==> src/rtl/multdiv_sequencer.sv <==
// Iterative signed multiply/divide sequencer. It owns no adder: every add is
// issued to a shared alu through the alu_* ports (opcode 0 = add). Shifts,
// muxing and carry extraction are local wiring.
module multdiv_sequencer #(
   parameter int WIDTH = 32,
   parameter int ITERS = 32
) (
   input  logic             clock,
   input  logic             reset,
   input  logic             ctrl_MULT,
   input  logic             ctrl_DIV,
   input  logic [WIDTH-1:0] data_operandA,
   input  logic [WIDTH-1:0] data_operandB,
   output logic [WIDTH-1:0] alu_operandA,
   output logic [WIDTH-1:0] alu_operandB,
   output logic [4:0]       alu_opcode,
   output logic [4:0]       alu_shiftamt,
   input  logic [WIDTH-1:0] alu_result,
   output logic [WIDTH-1:0] data_result,
   output logic             data_exception,
   output logic             data_resultRDY,
   output logic             busy
);

   localparam int CW = $clog2(ITERS);
   localparam logic [WIDTH-1:0] MIN_NEG = {1'b1, {(WIDTH-1){1'b0}}};

   typedef enum logic [2:0] {
      S_IDLE, S_ABS_A, S_ABS_B, S_NEG_D, S_ITER, S_SIGN, S_DONE
   } state_t;

   state_t           r_state, w_state_nxt;
   logic [WIDTH-1:0] r_opa, r_opb, r_absb, r_negd, r_acc, r_x, r_res, r_alua, r_alub;
   logic [WIDTH-1:0] w_opa_nxt, w_opb_nxt, w_absb_nxt, w_negd_nxt, w_acc_nxt, w_x_nxt;
   logic [WIDTH-1:0] w_res_nxt, w_alua_nxt, w_alub_nxt, w_mag, w_rsh;
   logic [CW-1:0]    r_cnt, w_cnt_nxt;
   logic             r_sign, r_div, r_ovf, r_lost, r_exc;
   logic             w_sign_nxt, w_div_nxt, w_ovf_nxt, w_lost_nxt, w_exc_nxt, w_carry;

   assign alu_operandA   = r_alua;
   assign alu_operandB   = r_alub;
   assign alu_opcode     = 5'b00000;
   assign alu_shiftamt   = 5'd0;
   assign data_result    = r_res;
   assign data_exception = r_exc;
   assign data_resultRDY = (r_state == S_DONE);
   assign busy           = (r_state != S_IDLE);

   // Unsigned carry-out of the shared add, rebuilt from the operand/result MSBs
   assign w_carry = (r_alua[WIDTH-1] & r_alub[WIDTH-1]) |
                    ((r_alua[WIDTH-1] | r_alub[WIDTH-1]) & ~alu_result[WIDTH-1]);
   // Divider partial remainder shifted left with the next dividend bit
   assign w_rsh = {r_acc[WIDTH-2:0], r_x[WIDTH-1]};

   // State register
   always_ff @(posedge clock or posedge reset) begin
      if (reset) r_state <= S_IDLE;
      else       r_state <= w_state_nxt;
   end

   // Next-state and next datapath values; r_x is the multiplicand or the quotient
   always_comb begin
      w_state_nxt = r_state;
      w_opa_nxt   = r_opa;
      w_opb_nxt   = r_opb;
      w_absb_nxt  = r_absb;
      w_negd_nxt  = r_negd;
      w_acc_nxt   = r_acc;
      w_x_nxt     = r_x;
      w_res_nxt   = r_res;
      w_cnt_nxt   = r_cnt;
      w_sign_nxt  = r_sign;
      w_div_nxt   = r_div;
      w_ovf_nxt   = r_ovf;
      w_lost_nxt  = r_lost;
      w_exc_nxt   = r_exc;
      case (r_state)
         S_IDLE: begin
            if (ctrl_MULT || ctrl_DIV) begin
               w_opa_nxt  = data_operandA;
               w_opb_nxt  = data_operandB;
               w_sign_nxt = data_operandA[WIDTH-1] ^ data_operandB[WIDTH-1];
               w_div_nxt  = ~ctrl_MULT;
               w_ovf_nxt  = 1'b0;
               w_lost_nxt = 1'b0;
               w_cnt_nxt  = '0;
               if (!ctrl_MULT && data_operandB == '0) begin
                  // Divide-by-zero short-circuits straight to DONE
                  w_state_nxt = S_DONE;
                  w_res_nxt   = '0;
                  w_exc_nxt   = 1'b1;
               end else begin
                  w_state_nxt = S_ABS_A;
               end
            end
         end
         S_ABS_A: begin
            w_x_nxt     = alu_result;
            w_state_nxt = S_ABS_B;
         end
         S_ABS_B: begin
            w_absb_nxt  = alu_result;
            w_acc_nxt   = '0;
            w_state_nxt = r_div ? S_NEG_D : S_ITER;
         end
         S_NEG_D: begin
            w_negd_nxt  = alu_result;
            w_state_nxt = S_ITER;
         end
         S_ITER: begin
            if (r_div) begin
               // Carry out means R' >= |B|: keep the difference, quotient bit 1
               if (w_carry) begin
                  w_acc_nxt = alu_result;
                  w_x_nxt   = {r_x[WIDTH-2:0], 1'b1};
               end else begin
                  w_acc_nxt = w_rsh;
                  w_x_nxt   = {r_x[WIDTH-2:0], 1'b0};
               end
            end else begin
               w_acc_nxt  = alu_result;
               w_x_nxt    = {r_x[WIDTH-2:0], 1'b0};
               w_lost_nxt = r_lost | r_x[WIDTH-1];
               w_ovf_nxt  = r_ovf | w_carry | (r_absb[r_cnt] & r_lost);
            end
            w_cnt_nxt = r_cnt + CW'(1);
            if (r_cnt == CW'(ITERS-1)) w_state_nxt = S_SIGN;
         end
         S_SIGN: begin
            w_res_nxt = alu_result;
            // Magnitude 2^31 is representable only as a negative product
            w_exc_nxt = r_div ? 1'b0 :
                        (r_ovf | (r_acc[WIDTH-1] & ~(r_sign & (r_acc == MIN_NEG))));
            w_state_nxt = S_DONE;
         end
         S_DONE:  w_state_nxt = S_IDLE;
         default: w_state_nxt = S_IDLE;
      endcase
   end

   // Alu operands for the state being entered, so they sit in flops during it
   always_comb begin
      w_alua_nxt = '0;
      w_alub_nxt = '0;
      w_mag      = w_div_nxt ? w_x_nxt : w_acc_nxt;
      case (w_state_nxt)
         S_ABS_A: begin
            w_alua_nxt = w_opa_nxt[WIDTH-1] ? ~w_opa_nxt : w_opa_nxt;
            w_alub_nxt = WIDTH'(w_opa_nxt[WIDTH-1]);
         end
         S_ABS_B: begin
            w_alua_nxt = w_opb_nxt[WIDTH-1] ? ~w_opb_nxt : w_opb_nxt;
            w_alub_nxt = WIDTH'(w_opb_nxt[WIDTH-1]);
         end
         S_NEG_D: begin
            w_alua_nxt = ~w_absb_nxt;
            w_alub_nxt = WIDTH'(1);
         end
         S_ITER: begin
            if (w_div_nxt) begin
               w_alua_nxt = {w_acc_nxt[WIDTH-2:0], w_x_nxt[WIDTH-1]};
               w_alub_nxt = w_negd_nxt;
            end else begin
               w_alua_nxt = w_acc_nxt;
               w_alub_nxt = w_absb_nxt[w_cnt_nxt] ? w_x_nxt : '0;
            end
         end
         S_SIGN: begin
            w_alua_nxt = w_sign_nxt ? ~w_mag : w_mag;
            w_alub_nxt = WIDTH'(w_sign_nxt);
         end
         default: begin
            w_alua_nxt = '0;
            w_alub_nxt = '0;
         end
      endcase
   end

   // Datapath registers
   always_ff @(posedge clock or posedge reset) begin
      if (reset) begin
         r_opa  <= '0;
         r_opb  <= '0;
         r_absb <= '0;
         r_negd <= '0;
         r_acc  <= '0;
         r_x    <= '0;
         r_res  <= '0;
         r_alua <= '0;
         r_alub <= '0;
         r_cnt  <= '0;
         r_sign <= 1'b0;
         r_div  <= 1'b0;
         r_ovf  <= 1'b0;
         r_lost <= 1'b0;
         r_exc  <= 1'b0;
      end else begin
         r_opa  <= w_opa_nxt;
         r_opb  <= w_opb_nxt;
         r_absb <= w_absb_nxt;
         r_negd <= w_negd_nxt;
         r_acc  <= w_acc_nxt;
         r_x    <= w_x_nxt;
         r_res  <= w_res_nxt;
         r_alua <= w_alua_nxt;
         r_alub <= w_alub_nxt;
         r_cnt  <= w_cnt_nxt;
         r_sign <= w_sign_nxt;
         r_div  <= w_div_nxt;
         r_ovf  <= w_ovf_nxt;
         r_lost <= w_lost_nxt;
         r_exc  <= w_exc_nxt;
      end
   end

endmodule

==> config.mk <==
export PLATFORM = sky130hd
export DESIGN_NAME = multdiv_sequencer
export DESIGN_NICKNAME = d
export VERILOG_FILES = /design/src/rtl/multdiv_sequencer.sv
export SDC_FILE = /design/constraint.sdc
export NUM_CORES = 1
export LEC_CHECK = 0
export CORE_MARGIN = 1.5
export CORE_UTILIZATION = 45
export DETAILED_ROUTE_END_ITERATION = 12
export PLACE_DENSITY = 0.66
export SETUP_SLACK_MARGIN = 0.5
export SLEW_MARGIN = 20
export SYNTH_ARGS = -nofsm -noshare
export SYNTH_HDL_FRONTEND = slang
export SYNTH_SLANG_ARGS = --single-unit
==> constraint.sdc <==
create_clock -name clock -period 24 [get_ports clock]
set_input_delay 6 -clock clock [delete_from_list [all_inputs] [get_ports clock]]
set_output_delay 6 -clock clock [all_outputs]
set_load 0.05 [all_outputs]
==> metrics.md <==
| Metric | Value |
|---|---|
| Outcome | `complete, no violations` |
| DP HPWL | `34,230 um` |
| Reg-to-Reg Start | `r_state[0]` |
| Worst path cell trace | `clkdlybuf4s50_1 -> nor2_1 -> nor2_4 -> buf_4 -> mux2i_4 -> buf_4 -> xnor2_1 -> a2bb2oi_1 -> o311a_1 -> o21ai_0` |
| Post-Route WL | `49,940 um` |
| Fmax | `0.1094 GHz` |
| Layout area overhead | `23.38%` |
| Post-CTS Repair Setup Buffers | `0` |
| Final min period | `9.141 ns` |
| Synth warn | `0` |
| Drt pass-1 iters | `5` |
| Vias in the first global route | `11,382` |
| Die Ht | `184.4 um` |
| RSZ-0062 raised after global routing | `false` |
| Area contributors post-synth | `dfrtp_1 51%, mux2_2 8.8%, xnor2_1 5.6%, a22o_1 3.7%, mux2i_1 3.1%` |
| I/O Buffers | `198` |
| Worst slew pin tran | `1.124 ns` |
| Clk buf depth | `3` |
| Mapped cell area | `14,810 um2` |
| Diodes inserted | `0` |
| TritonCTS clock tree | `built` |
| Top flip-flop cell by instance count after synthesis | `dfrtp_1` |
| GRT Util Overall | `29.91%` |
| DRC viols | `0` |
| Register area share after synthesis | `50.85%` |
| Worst R2R Path Depth | `11` |
| Fin. Hold Viols | `0` |
| Leakage | `7.787 nW` |
| Htree depth | `2` |
| Synth Area in Simple Gates | `8.109%` |
| Critical path peak fanout | `50` |
| Slew headroom | `25.08%` |
| Mux share of post-synthesis cell area | `14.26%` |
| Num rows | `66` |
| # Max-Cap Violations | `0` |
| Final setup viols | `0` |
| Crit. Startpoint | `ctrl_MULT` |
| Worst-Skew Late Latency | `0.53 ns` |
| Setup TNS | `0 ns` |
| Period utilization | `38.09%` |
| Largest stage delay, worst path | `0.65 ns` |
| Antenna Violating Nets Remaining | `0` |
| Hold Crit Class | `reg2reg` |
| Clk slew on worst S/H paths | `0.06 ns` |
| Cell count after synthesis | `1,311` |
| Critical path class | `in2reg` |
| Die area | `34,010 um2` |
| Core footprint | `32,450 um2` |
| Final worst slack | `14.86 ns` |
| Post-CTS Resized | `0` |
| Largest family of logic cells by synthesized area | `compound AO/OA/AOI/OAI gates` |
| Worst EP arrival | `9.52 ns` |
| Synth cell types | `68` |
| Starting Density | `45.64%` |
| Place WS | `14.31 ns` |
| CP startpoint kind | `input port` |
| Asr flop ratio synth | `100.0%` |
| Avg Cell Area, Syn | `11.30 um2` |
| CTS Root Cell | `clkbuf_16` |
| Worst path most repeated cell | `buf_4` |
| Nets | `1,573` |
| Pwr dens | `184.4 nW/um2` |
| Worst setup endpoint | `alu_operandA[22]` |
| Setup Skew | `0.02070 ns` |
| Flops & latches, synth | `301` |
| Clk sinks | `301` |
| CTS Buf Count | `35` |
| Die extent in x | `184.4 um` |
| R2R Path End | `alu_operandA[22]` |
| Count leader, synth | `dfrtp_1` |
| Slew Limit Fails | `0` |
| Number of flops mapped to enable cells by yosys | `0` |
| Vias | `11,433` |
| First-pass GRT wire length | `74,710 um` |
| CP required | `24.38 ns` |
| Initial antenna violation count | `3` |
| # hold bufs at CTS | `0` |
| Post-synth top area cell | `dfrtp_1` |
| Synth Area in Adders | `0.1689%` |
| Largest net degree at the start of global routing | `190` |
| Gpl congestion | `0.9128` |
| Avg WL per Cell | `25.79 um` |
| Synth Area in Compound Gates | `16.08%` |
| Slowest cell on crit path | `buf_4` |
| Maximum vdd drop | `0.08862 mV` |
| Number of vias per cell | `5.905` |
| Post-Synth XOR/XNOR Area | `5.677%` |
| Commonest cells post-synth | `301 x dfrtp_1, 117 x nand2_1, 116 x mux2_2` |
| DRT iter0 DRCs | `1,095` |
| R2R setup slack | `19.86 ns` |
| Congestion Overflow GR | `0` |
| Top cell type's share of synthesized area | `50.85%` |
| Fraction of layout cells with a size suffix above 1 | `14.99%` |
| Nature of the critical path endpoint | `flip-flop` |
| I/O pin cnt | `209` |
-- kinds of logic after synthesis --
| logic type | Yosys count |
|---|---|
| XOR/XNOR | 96 |
| AND/OR/NAND/NOR | 264 |
| adder cells (fa/ha/maj) | 2 |
| multiplexers | 177 |
| buffers and inverters | 150 |
| other | 1 |
| flip-flops | 301 |
| AO/OA/AOI/OAI | 320 |
-- power by group --
group | switching (mW) | internal, mW
Clock | 0.215 | 0.327
Combinational | 1.19 | 0.755
Sequential | 0.132 | 0.755
-- how the worst min path moves through the flow --
| stage | cells after the start | startpoint | endpoint |
|---|---|---|---|
| 2_1_floorplan | 2 | r_absb[3] | r_absb[3] |
| 3_3_place_gp | 1 | r_negd[15] | r_negd[15] |
| 3_5_place_dp | 1 | data_result[29] | data_result[29] |
| 4_1_cts | 1 | r_negd[25] | r_negd[25] |
| 5_1_grt | 1 | r_negd[7] | r_negd[7] |
| 6_report | 1 | r_negd[21] | r_negd[21] |
-- layout by cell type, fill, tap and decap left out, types with 5 or more instances in the layout --
master and n:
dfrtp_1 301, clkdlybuf4s50_1 198, mux2_2 116, nand2_1 116, xnor2_1 94, nor2_1 75, a21oi_1 68, a22o_1 63
mux2i_1 44, inv_1 41, o21ai_0 41, clkbuf_16 35, a32o_1 31, o21bai_1 30, a2bb2oi_1 25, buf_4 21
o311ai_0 19, nor4_1 18, mux4_2 10, conb_1 10, clkbuf_1 10, nand3_1 7, or3_1 6, nor3_1 6
o2111ai_1 6, o311ai_1 6, nor2_4 5
-- flip-flops by register name, indices dropped and copies added (netlist names), 5 cells and up --
signal / count
data_result: 32
r_acc: 32
r_absb: 32
alu_operandB: 32
r_negd: 32
alu_operandA: 32
r_x: 32
r_opb: 32
r_cnt: 5
r_opa: 32
-- cell type report --
class | instances | area [um2]
well taps | 442 | 553.0
fillers | 2810 | 14180
clock buffers | 49 | 968.4
repair buffers | 221 | 2187
flip-flops and latches | 301 | 7532
multi-input cells | 869 | 6673
clock inverters | 11 | 192.7
inverters | 43 | 168.9
-- routing by layer --
layer	vias to the layer above	share of wire, %	GRT usage, %
met5	-	0	0
met4	0	3.7	10.52
met3	92	6.2	4.525
met2	437	47	47.05
met1	5877	44	42.09
li1	5027	-	-
-- through the flow --
stage | cell area (um2) | utilization [%] | power (mW) | hold WS [ns] | instances
2_1_floorplan | 14850 | - | 2.257 | 0.4550 | 1320
3_3_place_gp | 17090 | 52.65 | 2.792 | 0.4773 | 1875
3_5_place_dp | 17090 | 52.65 | 2.810 | 0.4811 | 1875
4_1_cts | 18250 | 56.23 | 3.370 | 0.4947 | 1935
5_1_grt | 18280 | 56.31 | 3.550 | 0.5016 | 1936
6_report | 18280 | 56.31 | 3.370 | 0.4932 | 1936
-- worst max-delay path, delay by kind of cell --
family	cells	cell delay, ns
xor+xnor	1	0.15
buf+inv	3	1.79
mux	1	0.32
compound gates	3	0.55
simple gates	2	0.67
Power figures use the tool's default switching activity.
